**config.mk**
```make
export PLATFORM = sky130hd
export DESIGN_NAME = vga_frame_scanner
export DESIGN_NICKNAME = d
export VERILOG_FILES = /design/src/rtl/vga_frame_scanner.sv
export SDC_FILE = /design/constraint.sdc
export NUM_CORES = 1
export LEC_CHECK = 0
export ABC_CLOCK_PERIOD_IN_PS = 1750
export CAP_MARGIN = 10
export CORE_MARGIN = 1
export CORE_UTILIZATION = 35
export CTS_CLUSTER_DIAMETER = 150
export DETAILED_ROUTE_END_ITERATION = 16
export PLACE_DENSITY_LB_ADDON = 0.15
export SLEW_MARGIN = 20
export SYNTH_ARGS = -nofsm -noshare
export SYNTH_HDL_FRONTEND = slang
export SYNTH_SLANG_ARGS = --single-unit
```
**constraint.sdc**
```tcl
create_clock -name clk -period 1.75 [get_ports clk]
set_input_delay 0.175 -clock clk [delete_from_list [all_inputs] [get_ports clk]]
set_output_delay 0.175 -clock clk [all_outputs]
set_load 0.005 [all_outputs]
```
**src/rtl/vga_frame_scanner.sv**
```systemverilog
// vga_frame_scanner: scans a framebuffer and drives 640x480@60 VGA timing with centred greyscale image.
// Revision: 1.0
`default_nettype none

module vga_frame_scanner #(
  parameter int unsigned IMG_W    = 256,
  parameter int unsigned IMG_H    = 256,
  parameter int unsigned X0       = 192,
  parameter int unsigned Y0       = 112,
  parameter int unsigned ADDR_W   = 16,
  parameter logic [7:0]  BG_COLOR = 8'h00
) (
  input  logic              clk,
  input  logic              rst,
  input  logic              display_en,
  output logic [ADDR_W-1:0] mem_addr,
  input  logic [7:0]        mem_data,
  output logic              vgaclk,
  output logic              hsync,
  output logic              vsync,
  output logic              sync_b,
  output logic              blank_b,
  output logic [7:0]        r,
  output logic [7:0]        g,
  output logic [7:0]        b,
  output logic              frame_start
);

  localparam int unsigned LOG_W = $clog2(IMG_W);
  localparam int unsigned LOG_H = $clog2(IMG_H);

  localparam logic [9:0] c_H_ACT    = 10'd640;
  localparam logic [9:0] c_H_SYNC_S = 10'd656;
  localparam logic [9:0] c_H_SYNC_E = 10'd752;
  localparam logic [9:0] c_H_LAST   = 10'd799;
  localparam logic [9:0] c_V_ACT    = 10'd480;
  localparam logic [9:0] c_V_SYNC_S = 10'd490;
  localparam logic [9:0] c_V_SYNC_E = 10'd492;
  localparam logic [9:0] c_V_LAST   = 10'd524;
  localparam logic [9:0] c_X_LO     = 10'(X0);
  localparam logic [9:0] c_X_HI     = 10'(X0 + IMG_W);
  localparam logic [9:0] c_Y_LO     = 10'(Y0);
  localparam logic [9:0] c_Y_HI     = 10'(Y0 + IMG_H);

  logic              phase_q;
  logic [9:0]        hcnt_q, hcnt_d;
  logic [9:0]        vcnt_q, vcnt_d;

  logic              s1_in_img_q;
  logic              s1_hs_q;
  logic              s1_vs_q;
  logic              s1_act_q;
  logic              s1_first_q;
  logic [ADDR_W-1:0] mem_addr_q;

  logic              hsync_q;
  logic              vsync_q;
  logic              blank_b_q;
  logic [7:0]        pix_q;
  logic              frame_start_q;

  logic              w_in_img;
  logic              w_hs_on;
  logic              w_vs_on;
  logic              w_act;
  logic              w_first;
  logic [LOG_W-1:0]  w_xoff;
  logic [LOG_H-1:0]  w_yoff;
  logic [ADDR_W-1:0] w_addr;
  logic [7:0]        w_pix;

  always_comb begin
    hcnt_d = hcnt_q + 10'd1;
    vcnt_d = vcnt_q;
    if (hcnt_q == c_H_LAST) begin
      hcnt_d = 10'd0;
      vcnt_d = (vcnt_q == c_V_LAST) ? 10'd0 : vcnt_q + 10'd1;
    end
  end

  assign w_in_img = (hcnt_q >= c_X_LO) && (hcnt_q < c_X_HI) &&
                    (vcnt_q >= c_Y_LO) && (vcnt_q < c_Y_HI);
  assign w_hs_on  = (hcnt_q >= c_H_SYNC_S) && (hcnt_q < c_H_SYNC_E);
  assign w_vs_on  = (vcnt_q >= c_V_SYNC_S) && (vcnt_q < c_V_SYNC_E);
  assign w_act    = (hcnt_q < c_H_ACT) && (vcnt_q < c_V_ACT);
  assign w_first  = (hcnt_q == 10'd0) && (vcnt_q == 10'd0);

  // Image dimensions are powers of two, so the offsets simply truncate into the address fields.
  assign w_xoff = LOG_W'(hcnt_q - c_X_LO);
  assign w_yoff = LOG_H'(vcnt_q - c_Y_LO);
  assign w_addr = w_in_img ? ADDR_W'({w_yoff, w_xoff}) : '0;

  always_comb begin
    w_pix = 8'h00;
    if (s1_act_q) begin
      w_pix = (s1_in_img_q && display_en) ? mem_data : BG_COLOR;
    end
  end

  always_ff @(posedge clk) begin
    if (rst) begin
      phase_q       <= 1'b0;
      hcnt_q        <= 10'd0;
      vcnt_q        <= 10'd0;
      s1_in_img_q   <= 1'b0;
      s1_hs_q       <= 1'b0;
      s1_vs_q       <= 1'b0;
      s1_act_q      <= 1'b0;
      s1_first_q    <= 1'b0;
      mem_addr_q    <= '0;
      hsync_q       <= 1'b1;
      vsync_q       <= 1'b1;
      blank_b_q     <= 1'b0;
      pix_q         <= 8'h00;
      frame_start_q <= 1'b0;
    end else begin
      phase_q       <= ~phase_q;
      frame_start_q <= 1'b0;
      // Pixel state moves only while vgaclk is high, so every output changes on its falling edge.
      if (phase_q) begin
        hcnt_q        <= hcnt_d;
        vcnt_q        <= vcnt_d;
        s1_in_img_q   <= w_in_img;
        s1_hs_q       <= w_hs_on;
        s1_vs_q       <= w_vs_on;
        s1_act_q      <= w_act;
        s1_first_q    <= w_first;
        mem_addr_q    <= w_addr;
        hsync_q       <= ~s1_hs_q;
        vsync_q       <= ~s1_vs_q;
        blank_b_q     <= s1_act_q;
        pix_q         <= w_pix;
        frame_start_q <= s1_first_q;
      end
    end
  end

  assign vgaclk      = phase_q;
  assign mem_addr    = mem_addr_q;
  assign hsync       = hsync_q;
  assign vsync       = vsync_q;
  assign sync_b      = 1'b0;
  assign blank_b     = blank_b_q;
  assign r           = pix_q;
  assign g           = pix_q;
  assign b           = pix_q;
  assign frame_start = frame_start_q;

endmodule

`default_nettype wire

```
== Word level (Yosys, flattened, before mapping) ==
Index checks and enable logic that the tools add are counted.
Storage, ports and cells
  register bits: 54
  input port bits: 11
  output and inout port bits: 46
  word-level logic and storage cells: 50
Operators by class
  add/subtract/negate cells: 4
  $lt $le $gt $ge: 10
  equal/unequal tests: 2
  muxes and demuxes: 5
  bitwise gates (word level): 3
  reductions and logical operators: 12
Operators with widths (count)
  10-bit by 9-bit less-than comparator with 1-bit output (second input constant): 4
  10-bit by 1-bit adder with 10-bit output (second input constant): 2
  10-bit == test (second input constant): 2
  10-bit zero test: 2
  10-bit less-than comparator (second input constant): 2
  10-bit 2-to-1 mux: 2
  16-bit 2-to-1 mux: 1
  8-bit 2-to-1 mux: 2
  10-bit >= comparator (second input constant): 1
  10-bit by 7-bit >= comparator with 1-bit output (second input constant): 1
  10-bit by 8-bit >= comparator with 1-bit output (second input constant): 1
  10-bit by 9-bit >= comparator with 1-bit output (second input constant): 1
  1-bit logical AND: 8
  8-bit by 7-bit subtractor with 8-bit output (second input constant): 1
  8-bit subtractor (second input constant): 1
  1-bit NOT: 3
  2-bit AND reduction: 1
  2-bit OR reduction: 1

== Longest topological paths before layout ==
Gate-level depths: netlist of run 1.
  depth in word-level cells: 5
  gate-level depth with buffers: 8
  mapped depth without buffers: 6

== Worst setup path after synthesis of run 1 ==
OpenSTA, ideal clock, no wires.
  path kind: flip-flop to flip-flop
  start point: register hcnt_q[0]
  end point: register vcnt_q[7]
  setup time: 0.072 ns
  data arrival time: 1.822 ns
  required time: 1.678 ns
  slack: -0.144 ns
  cell stages (with the launch flop): 7
  path buffers: 1
  clock period less this slack: 1.894 ns
  path through: dfxtp_1 ha_1 nand3_2 or3_1 buf_6 or4_1 a21oi_1
On the way
  cells in the longest elaborated chain, start to end: 2
RTL lines
  from (decl): line 46  | logic [9:0] hcnt_q, hcnt_d;
  from (signal assigned): line 121  | hcnt_q <= hcnt_d;
  10-bit == test: line 75  | if (hcnt_q == c_H_LAST) begin
  2-bit AND reduction (no line)
  to (signal assigned): line 122  | vcnt_q <= vcnt_d;
  to (decl): line 47  | logic [9:0] vcnt_q, vcnt_d;
Every way passes these cells.
A chain may end at the register's enable or synchronous reset.

== Final worst setup path of run 1 ==
  start point: register hcnt_q[1]
  end point: register vcnt_q[7]
Same word-level chain as after synthesis.

==> results.toml, run 1 <==
[detailed_routing]
drt-wirelength-per-cell_um = 14.2
route.vias.total = 1991
first_pass_iters = 4
drtAntennaViolNets = 0
drt_iter0_markers = 107
drc = 0
wl_um = 5910
viasPerCell = 4.80

[power_and_ir_drop]
seqPwrFrac = 0.562
ir_drop_mv = 0.331
p_sw_frac = 0.220
comb_power_share = 0.056
leakage_nw = 1.23
netSwitchingPower_uw = 488
clockPowerShare = 0.382
power_mw = 2.22
internal_power_mw = 1.73
power.density_nw_per_um2 = 666

[synthesis]
ys.flop_type = "dfxtp_1"
async_reset_ff_frac = 0
synthTopCellsByArea = "dfxtp_1 (44%), a22o_1 (8.5%), buf_4 (5.8%)"
postSynthCellCount = 262
synth.avg_cell_area_um2 = 9.43
synth_edf_count = 0
synth_top_area_share = 0.437
yosys.area.top_type = "dfxtp_1"
synth_common_cells = "dfxtp_1 (54), a22o_1 (24), buf_4 (19), nor2_1 (18), nand2_1 (12)"
synth_most_common_cell = "dfxtp_1"
syn-num-nets = 283
synth-seq-cells = 54
yosysUniqueCellTypes = 42
yosysWarnings = 0
yosysSeqAreaShare = 0.437
syn_area_um2 = 2470

[timing]
fin_skew_ns = 0.00505
setup_viol = 0
rsz0062_at_grt = "no"
final_max_slew_viol_count = 0
fmax_mhz = 598
period_needed_ns = 1.67
fin_crit_sh = 0.955
fin_hold_ws_ns = 0.444
hold_viol_final = 0

[critical_path]
max_stage_delay_ns = 0.47
start_kind = "flop"
crit_family = "simple AND/OR/NAND/NOR gates"
worst-path-buf-inv = 0
critPathKind = "reg -> reg"
crit_slowest_cell = "or4_1"
path_max_fanout = 7
worstPathCellList = "ha_4 -> nand3_2 -> or3_4 -> or4_1 -> a21oi_1"
worst_setup_path_end_kind = "flop"
required_ns = 2.00
arrival_ns = 1.92
r2r_slack_ns = 0.08

[clocking]
clk_latency_ns = 0.31
htreeDepth = 2
cts_hold_buf = 0
cts_root_buffer = "clkbuf_8"
cts_tree = "built"
cts_buffers = 5
cts_sinks = 54
cts.clk_slew.worst_paths_ns = 0.10
cts_max_path_buffers = 2

[global_routing]
grt_pass1_vias = 1900
grt-ovfl-total = 0
track_usage = 0.170
grt_pass1_wl_um = 9700
antenna_found_initial = 0
grt_max_degree = 24

[cells_and_area]
final_util = 0.490
drive_above_1_share = 0.160
areaGrowthSynthToFinish_pct = 34.7
n_antenna_cell = 0
final-seq-area_um2 = 1090
fin_nets = 339
multi_input_area_um2 = 1160
nFillCells = 668

[place]
gp_congestion = 0.865
hpwl_um = 4340
io_buffers = 55

[die]
die_area_um2 = 7400
die_w_um = 86.0
die_h_um = 86.0
start_util = 0.364
num_io_pins = 57
core-area_um2 = 6790
row_count = 30

[flow_run]
max_cap_viol_count = 0

[min_path]
hold_class = "in -> reg"

[status]
status = "finished clean"
==> cell type report <==
type                    count  area share
flip-flops and latches     54       0.328
repair buffers             85       0.242
clock inverters             2      0.0109
inverters                  10      0.0113
clock buffers               6      0.0218
well taps                  96      0.0361
multi-input cells         162       0.350
==> power by group through the flow <==
| stage | Combinational (mW) | Sequential, mW | Clock [mW] |
|---|---|---|---|
| finish | 0.124 | 1.25 | 0.848 |
| global route | 0.136 | 1.25 | 0.919 |
| CTS | 0.125 | 1.25 | 0.872 |
| detailed placement | 0.124 | 1.27 | 0 |
| global placement | 0.124 | 1.27 | 0 |
| floorplan | 0.0541 | 1.28 | 0 |
==> repair_timing <==
| item | in CTS | in global routing |
|---|---|---|
| buffers inserted | 0 | 0 |
| setup endpoints to repair | 0 | 9 |
| endpoints found under the hold margin | 0 | 0 |
| resized for setup | 0 | 3 |
==> cells by family (layout without fill, tap and decap cells) <==
logic type / Yosys count / after routing / synth area share
xor gates and xnor gates: 17 / 17 / 0.0603
adders and majority gates: 10 / 10 / 0.0506
buffers and inverters: 46 / 103 / 0.104
other: 1 / 1 / 0.00152
AOI/OAI and AO/OA: 48 / 48 / 0.148
muxes: 2 / 2 / 0.00810
DFF: 54 / 54 / 0.437
and+or+nand+nor: 84 / 84 / 0.190
==> registers in the layout, summed over array words and instances (netlist names) <==
name	cells
mem_addr	16
hcnt_q	10
vcnt_q	10
b	8
blank_b	1
frame_start	1
hsync	1
s1_act_q	1
s1_first_q	1
s1_hs_q	1
s1_in_img_q	1
s1_vs_q	1
vgaclk	1
vsync	1
==> per-layer routing <==
layer,part of all wire,GRT usage,vias to the layer above,wire length (um)
met5,0,0,-,0
met2,0.49,0.286,30,2900
met3,0.028,0.0433,9,167
met1,0.47,0.214,942,2760
li1,-,-,1010,-
met4,0.014,0.0485,0,85
==> per-stage QoR <==
step	instance area, um^2	worst slack (ns)	cells	TNS, ns
after global routing	3330	0.0141	415	0
after CTS	3320	0.0115	415	0
after detailed placement	3210	0.0407	407	0
after global placement	3210	0.0817	407	0
after floorplan	2510	-0.00341	262	-0.00341
final	3330	0.0782	415	0
==> worst paths after layout <==
check                                start                        to  depth (start not counted)
setup / recovery    hcnt_q[1]$_SDFFE_PP0P_    vcnt_q[7]$_SDFFE_PP0P_                          5
hold / removal                 mem_data[6]         b[6]$_SDFFE_PP0P_                          2
setup reg to reg    hcnt_q[1]$_SDFFE_PP0P_    vcnt_q[7]$_SDFFE_PP0P_                          5
hold reg to reg   s1_in_img_q$_SDFFE_PP0P_  s1_in_img_q$_SDFFE_PP0P_                          1
==> placed cells by master (no fill, tap or decap), types with 2 or more instances in the layout <==
cell type / Yosys / routed
ha_4: 0 / 2
o31ai_1: 2 / 2
or4_1: 2 / 2
buf_4: 19 / 27
and4_1: 2 / 2
nand2b_1: 7 / 7
a21oi_1: 9 / 9
buf_12: 0 / 2
nand2_1: 12 / 12
nand4b_1: 2 / 2
a32o_1: 2 / 2
nor4_1: 7 / 7
clkbuf_8: 0 / 5
or3_1: 3 / 2
mux2i_1: 2 / 2
dfxtp_1: 54 / 49
a22o_1: 24 / 24
nand3_1: 7 / 7
ha_1: 10 / 8
dfxtp_4: 0 / 2
nor2_1: 18 / 17
nand4_1: 8 / 8
nor3_1: 6 / 6
xor2_1: 6 / 6
inv_1: 10 / 8
clkdlybuf4s50_1: 0 / 55
dfxtp_2: 0 / 3
nor2b_1: 3 / 3
inv_2: 0 / 2
o21ai_0: 5 / 5
xnor2_1: 11 / 11
(Power assumes the default switching activity.)
==> run 2: changes to the inputs <==
--- a/config.mk
+++ b/config.mk
@@ -5,6 +5,7 @@
 export SDC_FILE = /design/constraint.sdc
 export NUM_CORES = 1
 export LEC_CHECK = 0
+export ABC_AREA = 1
 export ABC_CLOCK_PERIOD_IN_PS = 1750
 export CAP_MARGIN = 10
 export CORE_MARGIN = 1
==> results.toml, run 2 <==
[critical_path]
start_kind = "flop"
arrival_ns = 1.48
crit_family = "buffers and inverters"
r2r_slack_ns = 0.20
crit_slowest_cell = "clkdlybuf4s50_1"
worst-path-buf-inv = 1
worst_setup_path_end_kind = "output pin"
critPathKind = "reg -> out"
max_stage_delay_ns = 0.59
path_max_fanout = 8
required_ns = 1.57
worstPathCellList = "clkdlybuf4s50_1"

[global_routing]
grt_pass1_vias = 2030
track_usage = 0.168
grt_pass1_wl_um = 9990
antenna_found_initial = 0
grt-ovfl-total = 0
grt_max_degree = 19

[detailed_routing]
viasPerCell = 4.57
drtAntennaViolNets = 0
drt-wirelength-per-cell_um = 12.4
route.vias.total = 2261
drt_iter0_markers = 76
first_pass_iters = 6
drc = 0
wl_um = 6150

[die]
row_count = 31
die_w_um = 88.9
num_io_pins = 57
die_h_um = 88.9
die_area_um2 = 7900
start_util = 0.362
core-area_um2 = 7290

[clocking]
cts_buffers = 5
cts_sinks = 54
cts_max_path_buffers = 2
cts_hold_buf = 0
cts.clk_slew.worst_paths_ns = 0.11
postCtsSetupBuffers = 0
cts_resized = 0
htreeDepth = 2
cts_root_buffer = "clkbuf_8"
cts_tree = "built"
clk_latency_ns = 0.31

[timing]
final.setup.tns_ns = 0
hold_viol_final = 0
final_max_slew_viol_count = 0
fin_crit_sh = 0.947
fin_skew_ns = 0.0121
period_needed_ns = 1.66
fmax_mhz = 603
rsz0062_at_grt = "no"
setup_viol = 0

[cells_and_area]
n_antenna_cell = 0
largest_reg_flops = 16
drive_above_1_share = 0.134
nFillCells = 763
fin_nets = 416
areaGrowthSynthToFinish_pct = 28.4
final-seq-area_um2 = 1080
multi_input_area_um2 = 1250
final_util = 0.465
final_cell_mix = "nand2_1 (80), clkdlybuf4s50_1 (55), dfxtp_1 (54)"
mostFrequentLayoutCell = "nand2_1"

[power_and_ir_drop]
leakage_nw = 1.38
internal_power_mw = 1.73
netSwitchingPower_uw = 510
comb_power_share = 0.058
ir_drop_mv = 0.287
p_sw_frac = 0.227
clockPowerShare = 0.385
power.density_nw_per_um2 = 661
seqPwrFrac = 0.558

[place]
hpwl_um = 4850
io_buffers = 55
gp_congestion = 0.917

[synthesis]
synth_common_cells = "nand2_1 (80), dfxtp_1 (54), nor2_1 (40), inv_1 (35), buf_4 (18)"
syn_area_um2 = 2640
yosysUniqueCellTypes = 37
synth.avg_cell_area_um2 = 7.75
yosys.area.top_type = "dfxtp_1"
synth_edf_count = 0
synthTopCellsByArea = "dfxtp_1 (41%), nand2_1 (11%), nor2_1 (5.7%)"
syn-num-nets = 362
async_reset_ff_frac = 0
yosysWarnings = 0
synth-seq-cells = 54
yosysSeqAreaShare = 0.409
synth_top_area_share = 0.409
synth_most_common_cell = "nand2_1"
postSynthCellCount = 341
ys.flop_type = "dfxtp_1"

[flow_run]
max_cap_viol_count = 0

[status]
status = "finished clean"

[min_path]
hold_class = "reg -> reg"
run 2: cell types whose count changed after synthesis, sizes merged, moves of 11 or more:
| cell | before | now |
|---|---|---|
| inv | 10 | 38 |
| nand2 | 12 | 85 |
| xnor2 | 11 | 0 |
| nor2 | 18 | 45 |
| o21ai | 5 | 29 |
| a22o | 24 | 0 |
run 2: final cells by class:
cell class	count	share of cell area
Multi-Input combinational cell	225	0.368
Inverter	39	0.0435
Tap cell	99	0.0365
Sequential cell	54	0.319
Timing Repair Buffer	70	0.199
Clock buffer	5	0.0203
Clock inverter	3	0.0140
run 2: per-stage QoR:
| stage | worst slack (ns) | power, mW | instance area, um^2 | instances | hold WS (ns) |
|---|---|---|---|---|---|
| after CTS | 0.0943 | 2.28 | 3390 | 495 | 0.434 |
| after global placement | 0.226 | 1.41 | 3280 | 487 | 0.425 |
| final | 0.0929 | 2.24 | 3390 | 495 | 0.434 |
| after detailed placement | 0.202 | 1.41 | 3280 | 487 | 0.429 |
| after global routing | 0.0329 | 2.34 | 3390 | 495 | 0.477 |
| after floorplan | 0.401 | 1.34 | 2640 | 341 | 0.244 |
run 2: cells by family after synthesis:
| group | share of synthesized area |
|---|---|
| adder cells (fa/ha/maj) | 0.0474 |
| other | 0.00142 |
| flip-flops | 0.409 |
| AND/OR/NAND/NOR | 0.288 |
| XOR/XNOR | 0.0166 |
| AO/OA/AOI/OAI | 0.119 |
| buffers and inverters | 0.118 |
run 2: metal layers:
| metal | part of all wire | GRT usage | up-vias |
|---|---|---|---|
| met5 | 0 | 0 | - |
| met4 | 0.015 | 0.0484 | 0 |
| met3 | 0.065 | 0.0392 | 9 |
| met2 | 0.45 | 0.271 | 66 |
| met1 | 0.47 | 0.224 | 1005 |
| li1 | - | - | 1181 |
run 2: power by group through the flow:
stage,logic [mW],clock network [mW],registers [mW]
floorplan,0.0686,0,1.27
global placement,0.130,0,1.28
detailed placement,0.130,0,1.28
CTS,0.131,0.899,1.25
global route,0.145,0.941,1.25
finish,0.129,0.862,1.25
run 2: worst paths after layout:
kind	endpoint	startpoint	cells past startpoint
setup / recovery	vgaclk	vgaclk$_SDFF_PP0_	1
hold / removal	hsync$_SDFFE_PP1P_	s1_hs_q$_SDFFE_PP0P_	1
setup reg to reg	mem_addr[15]$_SDFFE_PP0P_	vcnt_q[5]$_SDFFE_PP0P_	8
hold reg to reg	hsync$_SDFFE_PP1P_	s1_hs_q$_SDFFE_PP0P_	1
